<file path="src/rtl/ex3_to_bcd_deser.sv">
// Excess-3 to BCD deserializer: decodes one Excess-3 nibble per accept and packs
// up to NDIGITS digits (MSD first) into a parallel BCD word on a valid/ready output.
module ex3_to_bcd_deser #(
    parameter  int NDIGITS = 4,
    localparam int CW      = $clog2(NDIGITS + 1)
) (
    input  logic                 clk,
    input  logic                 rst_n,
    input  logic                 in_valid,
    output logic                 in_ready,
    input  logic [3:0]           in_ex3,
    input  logic                 in_last,
    output logic                 out_valid,
    input  logic                 out_ready,
    output logic [4*NDIGITS-1:0] out_bcd,
    output logic [CW-1:0]        out_count,
    output logic                 out_err
);

    typedef enum logic {
        COLLECT = 1'b0,
        HOLD    = 1'b1
    } state_t;

    state_t state;
    state_t state_next;

    logic                 accept;
    logic                 code_ok;
    logic                 closing;
    logic [3:0]           digit;
    logic [4*NDIGITS-1:0] bcd_shift;

    assign in_ready  = (state == COLLECT);
    assign out_valid = (state == HOLD);
    assign accept    = in_valid && in_ready;

    // Codes outside 3..12 have no BCD meaning; they become digit 0 and flag the frame.
    assign code_ok = (in_ex3 >= 4'd3) && (in_ex3 <= 4'd12);
    assign digit   = code_ok ? (in_ex3 - 4'd3) : 4'd0;
    assign closing = in_last || (out_count == CW'(NDIGITS - 1));

    generate
        if (NDIGITS == 1) begin : g_single
            assign bcd_shift = digit;
        end else begin : g_multi
            assign bcd_shift = {out_bcd[4*NDIGITS-5:0], digit};
        end
    endgenerate

    always_ff @(posedge clk or negedge rst_n) begin
        if (!rst_n) begin
            state <= COLLECT;
        end else begin
            state <= state_next;
        end
    end

    always_comb begin
        state_next = state;
        case (state)
            COLLECT: if (accept && closing) state_next = HOLD;
            HOLD:    if (out_ready)         state_next = COLLECT;
            default:                        state_next = COLLECT;
        endcase
    end

    // The output handshake clears the frame, so the next frame starts from zero.
    always_ff @(posedge clk or negedge rst_n) begin
        if (!rst_n) begin
            out_bcd   <= '0;
            out_count <= '0;
            out_err   <= 1'b0;
        end else if (out_valid && out_ready) begin
            out_bcd   <= '0;
            out_count <= '0;
            out_err   <= 1'b0;
        end else if (accept) begin
            out_bcd   <= bcd_shift;
            out_count <= out_count + CW'(1);
            if (!code_ok) begin
                out_err <= 1'b1;
            end
        end
    end

endmodule

</file>
<file path="config.mk">
export PLATFORM = sky130hd
export DESIGN_NAME = ex3_to_bcd_deser
export DESIGN_NICKNAME = d
export VERILOG_FILES = /design/src/rtl/ex3_to_bcd_deser.sv
export SDC_FILE = /design/constraint.sdc
export NUM_CORES = 1
export LEC_CHECK = 0
export CAP_MARGIN = 20
export CORE_ASPECT_RATIO = 0.8
export CORE_MARGIN = 2
export CORE_UTILIZATION = 40
export DETAILED_ROUTE_END_ITERATION = 6
export GPL_TIMING_DRIVEN = 1
export HOLD_SLACK_MARGIN = 0.06
export MAX_ROUTING_LAYER = met4
export PLACE_DENSITY_LB_ADDON = 0.2
export SYNTH_ARGS = -nofsm -noshare
export SYNTH_HDL_FRONTEND = slang
export SYNTH_SLANG_ARGS = --single-unit
</file>
<file path="constraint.sdc">
create_clock -name clk -period 1.5 [get_ports clk]
set_input_delay 0.375 -clock clk [delete_from_list [all_inputs] [get_ports clk]]
set_output_delay 0.375 -clock clk [all_outputs]
set_load 0.005 [all_outputs]
</file>
Word level (Yosys, flattened, before mapping):

Index checks and enable logic that the tools add are counted.
W data, S select, Z words.

* register bits after elaboration: 21
* input bits: 9
* output and inout port bits: 22
* logic and storage cells: 29

* $add $sub $neg: 2
* $lt $le $gt $ge: 2
* equality and inequality tests: 2
* mux-type cells: 11
* bitwise gates (word level): 1
* reduce and logical (&&, ||, !) cells: 7

Operators by type and width (number)
* $mux W16: 2
* $mux W3: 2
* $mux W1: 5
* $ge A4 B2 Y1 const B: 1
* $le A4 B4 Y1 const B: 1
* $logic_and A1 B1 Y1: 4
* $mux W4: 1
* $sub A4 B2 Y4 const B: 1
* $add A3 B1 Y3 const B: 1
* $eq A3 B2 Y1 const B: 1
* $ne A2 B1 Y1 const B: 1
* $pmux W1 S2: 1
* $reduce_and A2 Y1: 1
* $reduce_bool A2 Y1: 1
* $logic_or A1 B1 Y1: 1
* $not A1 Y1: 1

Depth between registers and ports, before layout:

Gate-level depths: netlist of run 1.

* word-level depth: 5
* gate-level depth with buffers: 4
* depth with buffers taken out: 4

Worst setup path before layout of run 1:

No wires, ideal clock.

* path type: input -> register
* from: in in_ex3[0]
* to: reg out_bcd[2]
* setup time: 133 ps
* arrival: 1125 ps
* required time: 1367 ps
* slack: 242 ps
* cell stages on the path: 4
* path buffers: 0
* cell sequence: ha_1 > or3_1 > o211ai_1 > o21ai_0

* word-level cells in the longest chain between the ends: 5
* elaborated cells on any way between the ends: 7
* those cells by class: add/sub: 1; order compare: 2; mux: 3; reduce/logical: 1

Ends and longest elaborated chain
* start: declaration: RTL line 11 `input logic [3:0] in_ex3,`
* $ge A4 B2 Y1 or $le A4 B4 Y1 (tied branches): RTL line 39 `assign code_ok = (in_ex3 >= 4'd3) && (in_ex3 <= 4'd12);`
* $logic_and A1 B1 Y1: RTL line 39
* $mux W4 *: RTL line 40 `assign digit = code_ok ? (in_ex3 - 4'd3) : 4'd0;`
* $mux W16 *: RTL line 78 `end else if (accept) begin`
* $mux W16 *: RTL line 74 `end else if (out_valid && out_ready) begin`
* end signal: assignment: RTL line 79 `out_bcd <= bcd_shift;`
* end: declaration: RTL line 15 `output logic [4*NDIGITS-1:0] out_bcd,`

Mark *: on every way between the ends. The rest lies on a longest branch, timed or not. The select of a mux whose other input is x is not followed.
A chain may end at the register's enable or synchronous reset.

Final worst setup path of run 1:

Same ends and word-level chain as after synthesis.

==> flow_summary.yaml, run 1 <==
sta:
  slew_headroom: 0.618
  post-route-period-util: 0.952
  maxSlewViolCount: 0
  hold_viol_final: 0
  holdWs_ns: 0.395
  min_period_ns: 1.43
  clock_skew_ns: 0.00378
  rsz0062_at_grt: "no"
  setup_viol: 0
  fmax_ghz: 0.700
  tightest_slew_ns: 0.561
clock_network:
  cts_hold_buf: 0
  clk_pin_slew_ns: 0.12
  clkLatencyLatePin_ns: 0.31
  cts_buffer_depth: 2
  cts_root_buf: "clkbuf_4"
  htreeDepth: 1
  cts.sinks: 21
  numCtsBuffers: 3
  cts_tree: "built"
setup_path:
  path_max_fanout: 4
  r2r_cells: 3
  critPathSlowestCell: "clkdlybuf4s50_1"
  cp-start-kind: "input pin"
  ff2ff_setup_slack_ns: 0.16
  critPathMaxStageDelay_ns: 0.45
  cp.arrival_ns: 1.62
  rr_startpoint: "out_valid$_DFF_PN0_"
  rr_endpoint: "out_bcd[4]$_DFFE_PN0P_"
  end_kind: "flip-flop"
  cp.required_ns: 1.70
  path_class: "input pin to flip-flop"
  crit_chain: "clkdlybuf4s50_1 > ha_2 > or3_1 > o211ai_1 > o21ai_1"
  critical_path.top_delay_family: "buffers and inverters"
  cp_num_buf_inv: 1
floorplanning:
  die_x_um: 57.2
  dieArea_um2: 2660
  die_h_um: 46.6
  rows: 15
  pin_count: 31
  core_region_area_um2: 2160
  initial_utilization: 0.420
yosys:
  ys_warn_count: 0
  synth_cells: 71
  synthMuxAreaShare: 0.0359
  ys_seq_elements: 21
  syn_area_um2: 906
  synth_top_family_by_area: "compound AO/OA/AOI/OAI gates"
  yosys.area_share.simple: 0.0511
  syn_avg_cell_area_um2: 12.8
  synth_xor_area_frac: 0.0193
  synthAdderAreaFrac: 0.0552
  yosysTopAreaCellShare: 0.580
  yosys.area.top_type: "dfrtp_1"
  synth-compound-area-share: 0.213
  yosysUniqueCellTypes: 18
  synth_nets: 84
  yosys-top-cells-area: "dfrtp_1, a22o_2, ha_1"
  synth_seq_area_share: 0.580
pwr:
  pwr-share-seq: 0.443
  vdd.ir_drop.worst_mv: 0.730
  p_comb_frac: 0.392
  intPower_uw: 1170
  clockPowerShare: 0.165
  swShare: 0.289
  power_density_nw_per_um2: 1140
  leakagePower_uw: 0.000795
  switchingPower_uw: 476
grt:
  grt_overflow_total: 0
  grt_pass1_vias: 742
  grt_pass1_wl_um: 3330
  antenna_found_initial: 0
  grt_max_degree: 22
  grt_use_total: 0.177
drt:
  drc: 0
  dr.pass1.iters: 4
  drt_wl_total_um: 2060
  ant_nets: 0
  drt_iter0_drc: 29
  vias_per_cell: 4.97
  routed-via-count: 771
  avgRoutedWirePerCell_um: 13.3
layout:
  layout_common_cells: "buf_4, dlygate4sd2_1, dfrtp_1"
  postLayoutCoreUtil: 0.670
  fin_nets: 144
  fillers: 178
  diodes: 0
  syn_to_final_growth_pct: 59.5
  drive_gt1_frac: 0.338
  final_common_cell: "buf_4"
run_status:
  status: "completed"
placement:
  gp_congestion: 0.728
  post-dp-hpwl_um: 1420
  io_buffers: 30
min_path:
  hold_class: "input pin to async pin"
flow_run:
  max-cap-violations: 0
## synthesized netlist by cell type (all sizes together)
cell type,number
a21boi,1
dfrtp,21
o211ai,1
and2b,1
xnor2,1
nand2,8
a21o,1
a22o,13
or3,1
a21oi,1
ha,4
o21ai,8
inv,5
xor2,1
mux2i,2
buf,2
## power by group through the flow
stage          registers (uW)  logic, uW  clock network, uW
3_3_place_gp              767        551                  0
5_1_grt                   745        707                319
3_5_place_dp              772        565                  0
6_report                  729        645                272
2_1_floorplan             775        200                  0
4_1_cts                   730        649                282
## worst max path at each step
stage | from | endpoint | slack (ns) | cells after the start
after floorplan | in_ex3[0] | out_bcd[2]$_DFFE_PN0P_ | 0.24 | 4
final | in_ex3[0] | out_bcd[2]$_DFFE_PN0P_ | 0.07 | 5
after global placement | in_ex3[0] | out_bcd[2]$_DFFE_PN0P_ | -0.26 | 5
after detailed placement | in_ex3[0] | out_bcd[3]$_DFFE_PN0P_ | -0.35 | 5
after CTS | in_ex3[0] | out_bcd[3]$_DFFE_PN0P_ | 0.01 | 5
after global routing | in_ex3[0] | out_bcd[2]$_DFFE_PN0P_ | 0.005 | 5
## worst reg2reg max path, delay by kind of cell (launching register included)
family                 cells  cell delay, ns
muxes                      1            0.52
AOI/OAI and AO/OA          1            0.24
DFF                        1            0.39
buffers and inverters      1            0.14
## metrics by stage
step           total power, uW  setup WS [ns]  instances  cell area [um2]  TNS, ns
2_1_floorplan              975          0.242         71              906        0
3_3_place_gp              1320         -0.258        133             1310    -3.06
3_5_place_dp              1340         -0.347        133             1310    -3.71
4_1_cts                   1660         0.0141        155             1440        0
5_1_grt                   1770        0.00474        155             1450        0
6_report                  1650         0.0714        155             1450        0
## state kept, by name (all words and copies together) (netlist names)
| name | count |
|---|---|
| out_bcd | 16 |
| out_count | 3 |
| out_err | 1 |
| out_valid | 1 |
## layer usage
layer  global-route usage  vias up  routed length (um)
met2                0.299       17                1010
li1                     -      380                   -
met1                0.204      370                 924
met4               0.0698        0                  38
met3               0.0506        4                  82
met5                    -        -                   0
## repair_timing
item | 4_1_cts | 5_1_grt
pin swaps | 0 | 2
buffers inserted | 18 | 0
resized for setup | 23 | 5
setup endpoints to repair | 22 | 4
## cells by family after synthesis
group,count (synthesis)
AO/OA/AOI/OAI,25
XOR/XNOR,2
adder cells (fa/ha/maj),4
buffers and inverters,7
flip-flops,21
multiplexers,2
AND/OR/NAND/NOR,10
## layout make-up
| type | instances | area [um2] | share of cell area |
|---|---|---|---|
| clock inverters | 1 | 5.00 | 0.00346 |
| flip-flops and latches | 21 | 526 | 0.364 |
| well taps | 25 | 31.3 | 0.0216 |
| multi-input cells | 43 | 342 | 0.236 |
| clock buffers | 3 | 22.5 | 0.0156 |
| inverters | 5 | 18.8 | 0.0130 |
| repair buffers | 57 | 500 | 0.346 |
Note: power is estimated with default switching activity, not from simulation.
==> run 2: changes to the inputs <==
--- a/config.mk
+++ b/config.mk
@@ -10,6 +10,7 @@
 export CORE_MARGIN = 2
 export CORE_UTILIZATION = 40
 export DETAILED_ROUTE_END_ITERATION = 6
+export DONT_BUFFER_PORTS = 1
 export GPL_TIMING_DRIVEN = 1
 export HOLD_SLACK_MARGIN = 0.06
 export MAX_ROUTING_LAYER = met4
@@ -17,3 +18,4 @@
 export SYNTH_ARGS = -nofsm -noshare
 export SYNTH_HDL_FRONTEND = slang
 export SYNTH_SLANG_ARGS = --single-unit
+export TNS_END_PERCENT = 50
==> run 2 against run 1 <==
Net effect: via count is 29% lower; cell count down 35%; die area unchanged.
==> flow_summary.yaml, run 2 (synthesis gave the netlist of run 1 again) <==
layout:
  fin_nets: 89
  multi_input_area_um2: 339
  syn_to_final_growth_pct: 5.80
  design_area_um2: 958
  regArea_um2: 526
  layoutNonFillerInstCount: 100
  final_common_cell: "dfrtp_1"
  diodes: 0
  reg_top3: "out_bcd: 16 flops, out_count: 3 flops"
  layout_common_cells: "dfrtp_1, a22o_2, o21ai_0, nand2_1, inv_1"
  largest_reg_flops: 16
  fillers: 201
  top_register: "out_bcd"
  drive_gt1_frac: 0.200
floorplanning:
  rows: 15
  initial_utilization: 0.420
  dieArea_um2: 2660
  core_region_area_um2: 2160
  die_h_um: 46.6
  die_x_um: 57.2
  pin_count: 31
pwr:
  vdd.ir_drop.worst_mv: 0.618
  switchingPower_uw: 387
  pwr-share-seq: 0.614
  p_comb_frac: 0.181
  clockPowerShare: 0.204
  intPower_uw: 903
  power_density_nw_per_um2: 1350
  leakagePower_uw: 0.000467
  swShare: 0.300
placement:
  gp_congestion: 0.702
  place_inst: 95
  post-dp-hpwl_um: 1090
  io_buffers: 0
  placed_cell_area_um2: 922
sta:
  tightest_slew_ns: 0.902
  hold_viol_final: 0
  maxSlewViolCount: 0
  slew_headroom: 0.397
  clock_skew_ns: 0.00399
  min_period_ns: 1.30
  post-route-period-util: 0.869
  fmax_ghz: 0.768
  rsz0062_at_grt: "no"
  setup_viol: 0
  setup_tns_ns: 0
setup_path:
  cp-start-kind: "flip-flop"
  end_kind: "flip-flop"
  cp.arrival_ns: 1.53
  ff2ff_setup_slack_ns: 0.20
  path_max_fanout: 15
  cp.required_ns: 1.72
  path_class: "flip-flop to flip-flop"
drt:
  ant_nets: 0
  drt_wl_total_um: 1580
  routed-via-count: 551
  dr.pass1.iters: 3
  drc: 0
  avgRoutedWirePerCell_um: 15.8
  drt_iter0_drc: 14
  vias_per_cell: 5.51
clock_network:
  cts_setup_buffers: 0
  numCtsBuffers: 3
  cts_tree: "built"
  cts_buffer_depth: 2
  cts.sinks: 21
  clkLatencyLatePin_ns: 0.30
  clk_pin_slew_ns: 0.10
  cts_root_buf: "clkbuf_4"
  htreeDepth: 1
  cts-resized-gates: 0
  cts_hold_buf: 1
grt:
  grt_max_degree: 22
  grt_overflow_total: 0
  grt_pass1_wl_um: 2500
  grt_use_total: 0.132
  grt_pass1_vias: 539
  antenna_found_initial: 0
flow_run:
  max-cap-violations: 0
run_status:
  status: "completed"
min_path:
  hold_class: "input pin to flip-flop"
==> run 2: stage by stage <==
step / power (uW) / util / setup slack, ns / hold slack, ns
3_5_place_dp: 1030 / 0.427 / 0.179 / 0.0799
4_1_cts: 1310 / 0.444 / 0.182 / 0.152
3_3_place_gp: 1020 / 0.427 / 0.201 / 0.0800
2_1_floorplan: 975 / - / 0.242 / 0.0794
5_1_grt: 1380 / 0.444 / 0.0747 / 0.153
6_report: 1290 / 0.444 / 0.197 / 0.159
==> run 2: path summary, 6_finish.rpt <==
path,start,to,cells after the start
setup / recovery,out_valid$_DFF_PN0_,out_bcd[2]$_DFFE_PN0P_,3
hold / removal,out_ready,out_valid$_DFF_PN0_,1
setup reg to reg,out_valid$_DFF_PN0_,out_bcd[2]$_DFFE_PN0P_,3
hold reg to reg,out_bcd[12]$_DFFE_PN0P_,out_bcd[12]$_DFFE_PN0P_,1
max in group asynchronous,rst_n,out_valid$_DFF_PN0_,1
min in group asynchronous,rst_n,out_bcd[13]$_DFFE_PN0P_,1
==> run 2: layout make-up <==
cell class,instances,area share
sequential,21,0.548
multi-input combinational,43,0.354
tap,25,0.0326
clock buffer,4,0.0274
inverter,5,0.0196
timing repair buffer,2,0.0183
==> run 2: metal layers <==
layer  global-route usage  vias to the layer above  wire length (um)
li1                     -                      260                 -
met1                0.164                      273               780
met2                0.202                       18               692
met5                    -                        -                 0
met4               0.0279                        0                 0
met3               0.0590                        0               103
==> run 2: critical path, stage by stage (launching register included) <==
cell	delay, ns
dfrtp_1	0.47
and2b_4	0.40
o211ai_1	0.17
o21ai_0	0.18
==> run 2: power by group through the flow <==
| stage | combinational [uW] | clock, uW | sequential [uW] |
|---|---|---|---|
| finish | 234 | 263 | 792 |
| global route | 274 | 291 | 812 |
| CTS | 240 | 273 | 796 |
| detailed placement | 224 | 0 | 806 |
| global placement | 220 | 0 | 805 |
| floorplan | 200 | 0 | 775 |
